## config.mk

```make
export PLATFORM = sky130hd
export DESIGN_NAME = osd_trace_packetizer
export DESIGN_NICKNAME = d
export VERILOG_FILES = /design/src/rtl/osd_trace_packetizer.sv
export SDC_FILE = /design/constraint.sdc
export NUM_CORES = 1
export LEC_CHECK = 0
export ABC_AREA = 1
export BUFFER_PORTS_ARGS = -buffer_cell sky130_fd_sc_hd__buf_2
export CAP_MARGIN = 10
export CORE_MARGIN = 2
export CORE_UTILIZATION = 55
export CTS_CLUSTER_SIZE = 28
export DETAILED_ROUTE_END_ITERATION = 8
export GPL_TIMING_DRIVEN = 0
export PLACE_DENSITY_LB_ADDON = 0.2
export SYNTH_ARGS = -nofsm -noshare
export SYNTH_HDL_FRONTEND = slang
export SYNTH_SLANG_ARGS = --single-unit
```

## constraint.sdc

```tcl
create_clock -name clk -period 2.36 [get_ports clk]
set_input_delay 0.708 -clock clk [delete_from_list [all_inputs] [get_ports clk]]
set_output_delay 0.708 -clock clk [all_outputs]
set_load 0.05 [all_outputs]
```

## src/rtl/osd_trace_packetizer.sv

```systemverilog
// Trace packetizer: turns one trace sample (or overflow record) into a DII event
// packet of 16-bit flits: DEST, SRC, TYPE header followed by LSB-first payload.

package osd_trace_packetizer_pkg;

    // One Debug Interconnect flit as presented to the register-access layer
    typedef struct packed {
        logic        valid;
        logic        last;
        logic [15:0] data;
    } dii_flit;

endpackage

module osd_trace_packetizer
    import osd_trace_packetizer_pkg::*;
#(
    parameter int unsigned WIDTH = 135,
    parameter logic [15:0] DEST  = 16'h0000
) (
    input  logic             clk,
    input  logic             rst_n,
    input  logic [9:0]       id,
    input  logic [WIDTH-1:0] trace_data,
    input  logic             trace_overflow,
    input  logic             trace_valid,
    output logic             trace_ready,
    output dii_flit          debug_out,
    input  logic             debug_out_ready
);

    localparam int unsigned NUM_FLITS = (WIDTH + 15) / 16;
    localparam int unsigned CNT_W     = (NUM_FLITS > 1) ? $clog2(NUM_FLITS) : 1;
    localparam int unsigned PAD_W     = NUM_FLITS * 16;
    localparam logic [CNT_W-1:0] LAST_CNT = CNT_W'(NUM_FLITS - 1);

    typedef enum logic [2:0] {
        S_IDLE,
        S_DEST,
        S_SRC,
        S_TYPE,
        S_PAYLOAD
    } state_e;

    state_e           state_q, state_d;
    logic [CNT_W-1:0] cnt_q, cnt_d;
    logic [PAD_W-1:0] data_q, data_d;
    logic             ovf_q, ovf_d;
    logic [9:0]       id_q, id_d;
    dii_flit          flit_q, flit_d;
    logic             ready_q, ready_d;
    logic [15:0]      pay_flit;

    // State, capture and registered-output flops
    always_ff @(posedge clk or negedge rst_n) begin
        if (!rst_n) begin
            state_q <= S_IDLE;
            cnt_q   <= '0;
            data_q  <= '0;
            ovf_q   <= 1'b0;
            id_q    <= '0;
            flit_q  <= '0;
            ready_q <= 1'b1;
        end else begin
            state_q <= state_d;
            cnt_q   <= cnt_d;
            data_q  <= data_d;
            ovf_q   <= ovf_d;
            id_q    <= id_d;
            flit_q  <= flit_d;
            ready_q <= ready_d;
        end
    end

    // Next-state: capture in IDLE, then walk header and payload on each accepted flit
    always_comb begin
        state_d = state_q;
        cnt_d   = cnt_q;
        data_d  = data_q;
        ovf_d   = ovf_q;
        id_d    = id_q;
        unique case (state_q)
            S_IDLE: begin
                if (trace_valid) begin
                    data_d  = PAD_W'(trace_data);
                    ovf_d   = trace_overflow;
                    id_d    = id;
                    cnt_d   = '0;
                    state_d = S_DEST;
                end
            end
            S_DEST: begin
                if (debug_out_ready) state_d = S_SRC;
            end
            S_SRC: begin
                if (debug_out_ready) state_d = S_TYPE;
            end
            S_TYPE: begin
                if (debug_out_ready) state_d = S_PAYLOAD;
            end
            S_PAYLOAD: begin
                if (debug_out_ready) begin
                    if (ovf_q || (cnt_q == LAST_CNT)) begin
                        state_d = S_IDLE;
                    end else begin
                        cnt_d = cnt_q + CNT_W'(1);
                    end
                end
            end
            default: state_d = S_IDLE;
        endcase
    end

    // Payload word selected by the next counter value (zero padding comes from capture)
    always_comb begin
        pay_flit = '0;
        for (int unsigned k = 0; k < NUM_FLITS; k++) begin
            if (cnt_d == CNT_W'(k)) pay_flit = data_d[16*k +: 16];
        end
    end

    // Output decode from the next state so the flit register matches the state register
    always_comb begin
        flit_d  = '0;
        ready_d = (state_d == S_IDLE);
        unique case (state_d)
            S_DEST: begin
                flit_d.valid = 1'b1;
                flit_d.data  = DEST;
            end
            S_SRC: begin
                flit_d.valid = 1'b1;
                flit_d.data  = {6'b0, id_d};
            end
            S_TYPE: begin
                flit_d.valid = 1'b1;
                flit_d.data  = {2'b10, (ovf_d ? 4'h5 : 4'h0), 10'b0};
            end
            S_PAYLOAD: begin
                flit_d.valid = 1'b1;
                flit_d.last  = ovf_d || (cnt_d == LAST_CNT);
                flit_d.data  = pay_flit;
            end
            default: flit_d = '0;
        endcase
    end

    assign debug_out   = flit_q;
    assign trace_ready = ready_q;

endmodule
```

---- Word level (Yosys, flattened, before mapping) ----
Index checks and enable logic that the tools add are counted.
operators by class
  eq/ne operators ......................... 17
  multiplexer cells ....................... 30
  $add $sub $neg .......................... 1
  reductions and logical operators ........ 6
operator list
  kind                                                             count
  144-bit two-way mux                                              2
  16-bit two-way mux                                               9
  16-bit one-hot mux with 3 select lines                           1
  3-bit two-way mux                                                7
  10-bit two-way mux                                               2
  4-bit by 3-bit == test with 1-bit output, second input constant  4
  3-bit one-hot mux with 5 select lines                            1
  3-bit by 2-bit == test with 1-bit output, second input constant  4
  4-bit two-way mux                                                3
  4-bit by 2-bit == test with 1-bit output, second input constant  2
  4-bit == test, second input constant                             2
  4-bit one-hot mux with 2 select lines                            1
  3-bit by 1-bit == test with 1-bit output, second input constant  2
  3-bit == test, second input constant                             2
  3-bit logical NOT                                                2
  4-bit by 1-bit adder with 4-bit output, second input constant    1
  4-bit by 1-bit == test with 1-bit output, second input constant  1
  4-bit logical NOT                                                1
  1-bit two-way mux                                                4
  4-bit OR reduction                                               1
  1-bit logical OR                                                 2
storage, ports and cells
  word-level logic and storage cells ...... 63
  flip-flop bits (word level) ............. 181
  input port bits ......................... 150
  output and inout port bits .............. 19

---- Depth between registers and ports, before layout ----
Gate-level depths: netlist of the first run.
  word-level depth ........................ 16
  depth in mapped cells ................... 19
  depth with buffers taken out ............ 18

---- Worst setup path after synthesis of the first run ----
OpenSTA, ideal clock, no wires.
  kind .................................... input port to flip-flop
  start point ............................. input port debug_out_ready
  end point ............................... register flit_q, in the netlist debug_out[15]
  buffers on the path ..................... 2
  path slack .............................. 0.267 ns
  cell stages on the path ................. 16
  setup time .............................. 0.116 ns
  required time ........................... 2.244 ns
  data arrival time ....................... 1.976 ns
  cell sequence ........................... inv_2 nor2_4 nand2_1 nand2_1 nand3_1 nand2_4 inv_2 nor2_8 and2_1 buf_4 buf_6 nand2_1 nand2_1 nand3_1 nand2_1 nand2_1
RTL lines
  element                 line  text
  start: declaration      29    input logic debug_out_ready
  end signal: assignment  70    flit_q <= flit_d;
  end: declaration        50    dii_flit flit_q, flit_d;

==> flow_metrics.env, run 1 <==
export IMPL_endpoint="debug_out[13]$_DFF_PN0_"
export IMPL_final_common_cell="nand2_1"
export IMPL_grt_max_degree=99
export IMPL_synth_fa_ha_area_share_pct=0.301
export IMPL_fin_tns_setup_ps=-38.7
export IMPL_drc=0
export IMPL_fin_skew_ps=5.20
export IMPL_yosys_area_share_simple_pct=32.9
export IMPL_numClockSinks=181
export IMPL_most_common_layout_cells="nand2_1, dfrtp_1, buf_2"
export IMPL_rsz0062_at_grt="yes"
export IMPL_core_mm2=0.0146
export IMPL_finalSetupViolations=1
export IMPL_clk_pin_slew_ps=60
export IMPL_wire_per_inst_um=16.2
export IMPL_netlist_instances=1052
export IMPL_crit_path_end_kind="flip-flop"
export IMPL_fin_crit_ps=2400
export IMPL_ys_flop_type="dfrtp_1"
export IMPL_synth_fp_nets=1204
export IMPL_vias=7645
export IMPL_synth_edff_count=0
export IMPL_stdcell_area_mm2=0.0106
export IMPL_num_rows=44
export IMPL_seq_area_frac_synth_pct=54.6
export IMPL_placed_area_mm2=0.00941
export IMPL_io_buffers=168
export IMPL_first_pass_iters=6
export IMPL_die_area_mm2=0.0161
export IMPL_cellPowerDensity_mw_per_mm2=1270
export IMPL_drv_slew=0
export IMPL_violations="negative setup slack"
export IMPL_crit_arrival_ps=2710
export IMPL_synth_compound_area_share_pct=4.97
export IMPL_grt_use_total_pct=29.5
export IMPL_synth_distinct_cells=31
export IMPL_fill_cells=1140
export IMPL_postRouteAntennaNets=0
export IMPL_crit_family="simple AND/OR/NAND/NOR gates"
export IMPL_diodes=0
export IMPL_cap_violations=0
export IMPL_crit_chain="inv_2 > ha_4 > nand3_4 > nand2_2 > nand2_1 > nand3_2 > nand2_4 > nor2_4 > buf_6 > buf_6 > nand3_1 > nand2_1 > nor2_2 > nand4_1 > nor3_1 > nor2_1"
export IMPL_clockBufferDepth=2
export IMPL_r2r_slack_ps=-40
export IMPL_synth_top_family_by_area="simple AND/OR/NAND/NOR gates"
export IMPL_status="finished, violations left"
export IMPL_start_util_pct=56.7
export IMPL_worst_pin_slew_ps=801
export IMPL_wl_met3_mm=1.51
export IMPL_clock_root_buffer="clkbuf_16"
export IMPL_reg2reg_from="cnt_q[0]$_DFF_PN0_"
export IMPL_yosysWarnings=0
export IMPL_crit_path_max_incr_delay_ps=380
export IMPL_synth_xor_area_share_pct=0
export IMPL_place_gp_congestion=0.906
export IMPL_crit_slowest_cell="dfrtp_1"
export IMPL_timing_final_ws_setup_ps=-38.7
export IMPL_drive_gt1_share_pct=28.1
export IMPL_vias_per_cell=5.26
export IMPL_p_leak_nw=5.76
export IMPL_drt_total_wl_mm=23.5
export IMPL_hp_class="in2async"
export IMPL_synthArstFlopShare_pct=100
export IMPL_antenna_found_initial=0
export IMPL_grt_pass1_vias=7374
export IMPL_max_slew_margin_pct=45.9
export IMPL_worst_path_buf_inv=3
export IMPL_worstSetupPathDepth=16
export IMPL_crit_path_max_fanout=10
export IMPL_clk_latency_ps=430
export IMPL_wl_met2_mm=11.2
export IMPL_cp_start_kind="flip-flop"
export IMPL_syn_avg_cell_area_um2=7.89
export IMPL_fmax_ghz=0.417
export IMPL_period_share_pct=102
export IMPL_cts_buffers_inserted=17
export IMPL_ir_drop_mv=0.606
export IMPL_dpl_hpwl_mm=16.3
export IMPL_hold_slack_ps=241
export IMPL_synthMuxAreaShare_pct=0
export IMPL_synth_area_mm2=0.00830
export IMPL_top_layer="met4"
export IMPL_criticalPathCategory="reg2reg"
export IMPL_grt_overflow=0
export IMPL_worst_ep_required_time_ps=2680
export IMPL_r2r_cells=16
export IMPL_ctsHoldBuffers=0
export IMPL_initialDrtViolationCount=739
export IMPL_die_w_um=127
export IMPL_htreeDepth=4
export IMPL_reg2reg_to="debug_out[13]$_DFF_PN0_"
export IMPL_fin_nets=1408
export IMPL_cts_tree="done"
export IMPL_wl_met1_mm=9.96
export IMPL_io_pins=169
export IMPL_areaGrowthSynthToFinish_pct=27.3
export IMPL_ys_seq_elements=181
export IMPL_critPathLaunch="cnt_q[0]$_DFF_PN0_"
export IMPL_die_h_um=127
export IMPL_hold_viol_final=0
export IMPL_grt_pass1_wl_mm=36.1
## per-stage QoR
stage	setup WS [ps]	cells	util, %	total power, mW
6_report	-38.7	1453	72.2	13.4
3_3_place_gp	-2230	1404	64.0	9.50
5_1_grt	-105	1453	72.2	14.3
3_5_place_dp	-491	1405	64.3	9.68
4_1_cts	-5.15	1443	69.7	13.0
2_1_floorplan	267	1052	-	8.16
## worst reg2reg max path: stages, from the launching register on
cell and delay, ps:
dfrtp_1 380, inv_2 70, ha_4 180, nand3_4 110
nand2_2 70, nand2_1 90, nand3_2 110, nand2_4 140
nor2_4 70, buf_6 140, buf_6 150, nand3_1 70
nand2_1 70, nor2_2 170, nand4_1 160, nor3_1 210
nor2_1 80
## metal layers
layer | vias to the layer above | GRT usage [%]
li1 | 3649 | -
met4 | 0 | 14.9
met1 | 3611 | 39.8
met5 | - | 0
met2 | 328 | 46.6
met3 | 57 | 5.15
## final cells by class
cell class | instances | area [um^2] | share of cell area [%]
multi-input combinational | 725 | 3390 | 32.1
buffer | 46 | 305 | 2.89
timing repair buffer | 186 | 1080 | 10.2
inverter | 99 | 382 | 3.61
clock inverter | 8 | 170 | 1.61
sequential | 181 | 4530 | 42.9
clock buffer | 24 | 482 | 4.56
tap | 184 | 230 | 2.18
## worst min-delay path by stage
stage | endpoint | slack (ps) | cells after the start
after floorplan | cnt_q[0]$_DFF_PN0_ | 410 | 0
after global placement | data_q[132]$_DFF_PN0_ | 450 | 2
after detailed placement | data_q[128]$_DFF_PN0_ | 460 | 2
after CTS | data_q[57]$_DFF_PN0_ | 280 | 1
after global routing | data_q[54]$_DFF_PN0_ | 300 | 1
final | data_q[57]$_DFF_PN0_ | 240 | 1
## report_power, final
part           switching, mW  internal (mW)
registers              0.368           4.40
clock network           1.17           1.96
logic                   3.63           1.86
total                   5.17           8.22
## cells by family after synthesis
| kind of cell | Yosys count |
|---|---|
| buffers and inverters | 146 |
| adders and majority gates | 2 |
| DFF | 181 |
| and+or+nand+nor | 644 |
| AOI/OAI and AO/OA | 79 |
## synthesized netlist by cell type (2+ instances only)
cell      instances  share of area, %
nor2_1           58               2.6
dfrtp_1         180                54
ha_1              2              0.30
nand3_2           3              0.36
a21oi_1           3              0.18
or2_2            38               2.9
nand4_1          24               1.8
nor2_2            2              0.15
inv_2             7              0.32
o21ai_0          66               4.0
nand2_4           2              0.27
buf_4             4              0.36
inv_1            92               4.2
nor3_1            4              0.24
buf_6             2              0.27
nand3_1          47               2.8
o21ai_1           7              0.42
nand2_1         456                21
nand2_2           4              0.30
clkbuf_1         16              0.72
buf_1             2             0.090
buf_2            22               1.3
nor2_4            3              0.41
## state kept, by name (all words and copies together) (netlist names)
register,cells
cnt_q,4
data_q,144
debug_out,18
id_q,10
ovf_q,1
state_q,3
trace_ready,1
## timing repair
item                       4_1_cts  5_1_grt
gates cloned                     0        1
setup endpoints to repair       21       18
pin swaps                        9       27
setup buffers                    6       10
resized for setup               32       91
No activity file was read; power rests on OpenSTA's default activity.
==> inputs of run 2 (changes only) <==
Settings changed: ABC_AREA 1 to default, BUFFER_PORTS_ARGS -buffer_cell sky130_fd_sc_hd__buf_2 to default, CORE_UTILIZATION 55 to 62, DONT_BUFFER_PORTS from default to 1.
==> run 2 against run 1 <==
  * Total power increased by 1.6%
  * Final area decreased by 4.3%
  * Sequential power increased by 8.6%
  * Critical endpoint is now debug_out[4]$_DFF_PN0_
  * The flow finishes with violations (negative hold slack, negative setup slack)
  * Combinational power increased by 5.6%
  * Clock power decreased by 16%
  * Highest routed layer unchanged
  * Sequential share of layout area increased by 2.0 points
  * Critical path depth decreased by 5
  * First-iteration DRC count increased by 55%
==> flow_metrics.env, run 2 <==
export IMPL_place_ws_ps=-974
export IMPL_dpl_hpwl_mm=17.0
export IMPL_crit_path_max_incr_delay_ps=610
export IMPL_wire_per_inst_um=23.1
export IMPL_synth_fp_nets=1090
export IMPL_finalSetupViolations=17
export IMPL_wl_met2_mm=12.3
export IMPL_r2r_cells=11
export IMPL_antenna_found_initial=0
export IMPL_clockBufferDepth=2
export IMPL_grt_max_degree=182
export IMPL_hp_class="in2async"
export IMPL_yosysMostFrequentCell="nand2_1"
export IMPL_drv_slew=0
export IMPL_crit_arrival_ps=3170
export IMPL_hold_slack_ps=-41.3
export IMPL_start_util_pct=63.0
export IMPL_clk_latency_ps=440
export IMPL_combinationalPowerShare_pct=42.6
export IMPL_endpoint="debug_out[4]$_DFF_PN0_"
export IMPL_critPathLaunch="state_q[2]$_DFF_PN0_"
export IMPL_status="finished, violations left"
export IMPL_stdcell_count=1181
export IMPL_hold_viol_final=32
export IMPL_clock_root_buffer="clkbuf_16"
export IMPL_synth_area_mm2=0.00828
export IMPL_fill_cells=857
export IMPL_cap_violations=0
export IMPL_total_power_mw=13.6
export IMPL_power_switching_mw=5.71
export IMPL_first_pass_iters=8
export IMPL_swShare_pct=42.0
export IMPL_clkPwrFrac_pct=19.3
export IMPL_yosys_top_cells_area="dfrtp_1, nand2_1, a21oi_1"
export IMPL_fin_crit_ps=2860
export IMPL_grt_pass1_wl_mm=40.0
export IMPL_largest_register_ffs=144
export IMPL_numClockSinks=181
export IMPL_p_int_mw=7.89
export IMPL_worst_pin_slew_ps=635
export IMPL_reg2reg_from="state_q[2]$_DFF_PN0_"
export IMPL_die_h_um=120
export IMPL_final_common_cell="nand2_1"
export IMPL_ys_seq_elements=181
export IMPL_ys_top_cells_by_count="nand2_1, dfrtp_1, a21oi_1"
export IMPL_initialDrtViolationCount=1143
export IMPL_areaGrowthSynthToFinish_pct=22.3
export IMPL_drc=0
export IMPL_timing_final_ws_setup_ps=-495
export IMPL_cellPowerDensity_mw_per_mm2=1340
export IMPL_grt_use_total_pct=37.5
export IMPL_drt_total_wl_mm=27.3
export IMPL_crit_path_end_kind="flip-flop"
export IMPL_clk_pin_slew_ps=60
export IMPL_fin_skew_ps=7.52
export IMPL_synth_distinct_cells=70
export IMPL_cts_tree="done"
export IMPL_crit_chain="or4b_4 > buf_6 > o311a_4 > nor2_4 > buf_8 > buf_8 > nor4_4 > buf_4 > a211o_1 > a211oi_4 > o31ai_2"
export IMPL_worst_ep_required_time_ps=2670
export IMPL_io_buffers=0
export IMPL_largest_register="data_q"
export IMPL_violations="negative hold slack, negative setup slack"
export IMPL_vias=7646
export IMPL_most_common_layout_cells="nand2_1, dfrtp_1, buf_4"
export IMPL_multi_input_area_mm2=0.00393
export IMPL_yosysWarnings=0
export IMPL_period_share_pct=121
export IMPL_die_area_mm2=0.0143
export IMPL_synth_top_area_share_pct=54.4
export IMPL_wl_met1_mm=9.85
export IMPL_dp_cells=1114
export IMPL_p_leak_nw=5.01
export IMPL_rsz0062_at_grt="yes"
export IMPL_cp_start_kind="flip-flop"
export IMPL_top_layer="met4"
export IMPL_postRouteAntennaNets=0
export IMPL_seqPwrFrac_pct=38.1
export IMPL_wl_met3_mm=3.27
export IMPL_max_slew_margin_pct=57.7
export IMPL_syn_avg_cell_area_um2=8.82
export IMPL_drive_gt1_share_pct=21.6
export IMPL_core_mm2=0.0131
export IMPL_ys_flop_type="dfrtp_1"
export IMPL_netlist_instances=938
export IMPL_io_pins=169
export IMPL_criticalPathCategory="reg2reg"
export IMPL_crit_path_max_fanout=6
export IMPL_diodes=0
export IMPL_fin_nets=1144
export IMPL_crit_slowest_cell="or4b_4"
export IMPL_num_rows=42
export IMPL_synth_top_area_cell="dfrtp_1"
export IMPL_regArea_mm2=0.00454
export IMPL_fmax_ghz=0.350
export IMPL_cts_buffers_inserted=17
export IMPL_die_w_um=120
export IMPL_vias_per_cell=6.47
export IMPL_place_gp_congestion=0.976
export IMPL_grt_pass1_vias=7172
export IMPL_r2r_slack_ps=-500
export IMPL_seq_area_frac_synth_pct=54.7
export IMPL_reg2reg_to="debug_out[4]$_DFF_PN0_"
export IMPL_htreeDepth=4
export IMPL_path_common_cell="buf_8"
export IMPL_synthArstFlopShare_pct=100
export IMPL_grt_overflow=0
export IMPL_synth_edff_count=0
export IMPL_ir_drop_mv=0.785
==> run 2: cell count changes after synthesis, moves of 8 or more <==
cell,previous run,this run
inv_1,92,9
a21oi_1,3,34
nand2b_1,0,8
a211oi_1,0,10
nand4_1,24,6
a31oi_1,0,8
nand3_1,47,13
clkbuf_1,16,24
nor2_1,58,12
or2_2,38,0
and2_1,1,10
o21ai_0,66,17
mux2i_1,0,13
==> run 2: stage by stage <==
step | setup TNS, ps | util [%] | instance area (um^2)
detailed placement | -27450 | 64.9 | 8530
CTS | -4840 | 74.7 | 9810
floorplan | -4110 | - | 8310
global route | -6920 | 77.0 | 10100
finish | -6380 | 77.0 | 10100
global placement | -26530 | 64.9 | 8530
==> run 2: logic make-up (layout without fill, tap and decap cells) <==
logic type      Yosys count  count (layout)  share of synthesized area (%)
compound gates          137             137                           11.9
buf+inv                  69             136                           4.04
fa+ha+maj                 2               2                          0.302
flops                   181             181                           54.7
mux                      17              17                           2.12
xor+xnor                  1               1                          0.106
simple gates            531             531                           26.8
==> run 2: critical path, delay by kind of cell (launching register included) <==
kind	cells	cell delay [ps]
AND/OR/NAND/NOR	3	820
buffers and inverters	4	610
flip-flops	1	450
AO/OA/AOI/OAI	4	850
==> run 2: routing by layer <==
metal / vias up / GRT usage, %
li1: 3233 / -
met1: 3647 / 48.8
met5: - / 0
met3: 154 / 11.7
met4: 0 / 20.3
met2: 612 / 56.5
==> run 2: repair_timing <==
action	in CTS	in global routing
gates cloned	1	1
resized for setup	133	53
pin swaps	26	28
endpoints found under the setup margin	65	37
buffers inserted	33	7
endpoints found under the hold margin	180	180
==> run 2: layout make-up <==
cell class	instances	share of cell area, %
clock buffers	21	4.55
well taps	176	2.18
flip-flops and latches	181	44.8
multi-input cells	688	38.8
repair buffers	38	3.94
inverters	12	0.544
clock inverters	11	0.766
plain buffers	54	4.36
==> run 2: how the worst min path moves through the flow <==
stage	to	startpoint	slack [ps]
after floorplan	cnt_q[0]$_DFF_PN0_	rst_n	410
final	state_q[0]$_DFF_PN0_	rst_n	-40
after detailed placement	data_q[35]$_DFF_PN0_	rst_n	420
after CTS	data_q[89]$_DFF_PN0_	rst_n	-30
after global placement	data_q[20]$_DFF_PN0_	rst_n	420
after global routing	data_q[10]$_DFF_PN0_	rst_n	-50
==> run 2: power groups by stage <==
stage	logic [mW]	registers [mW]	clock network (mW)
2_1_floorplan	3.20	5.05	0
3_3_place_gp	4.33	5.11	0
3_5_place_dp	4.44	5.16	0
4_1_cts	5.18	5.14	2.60
5_1_grt	6.19	5.27	2.77
6_report	5.80	5.18	2.62
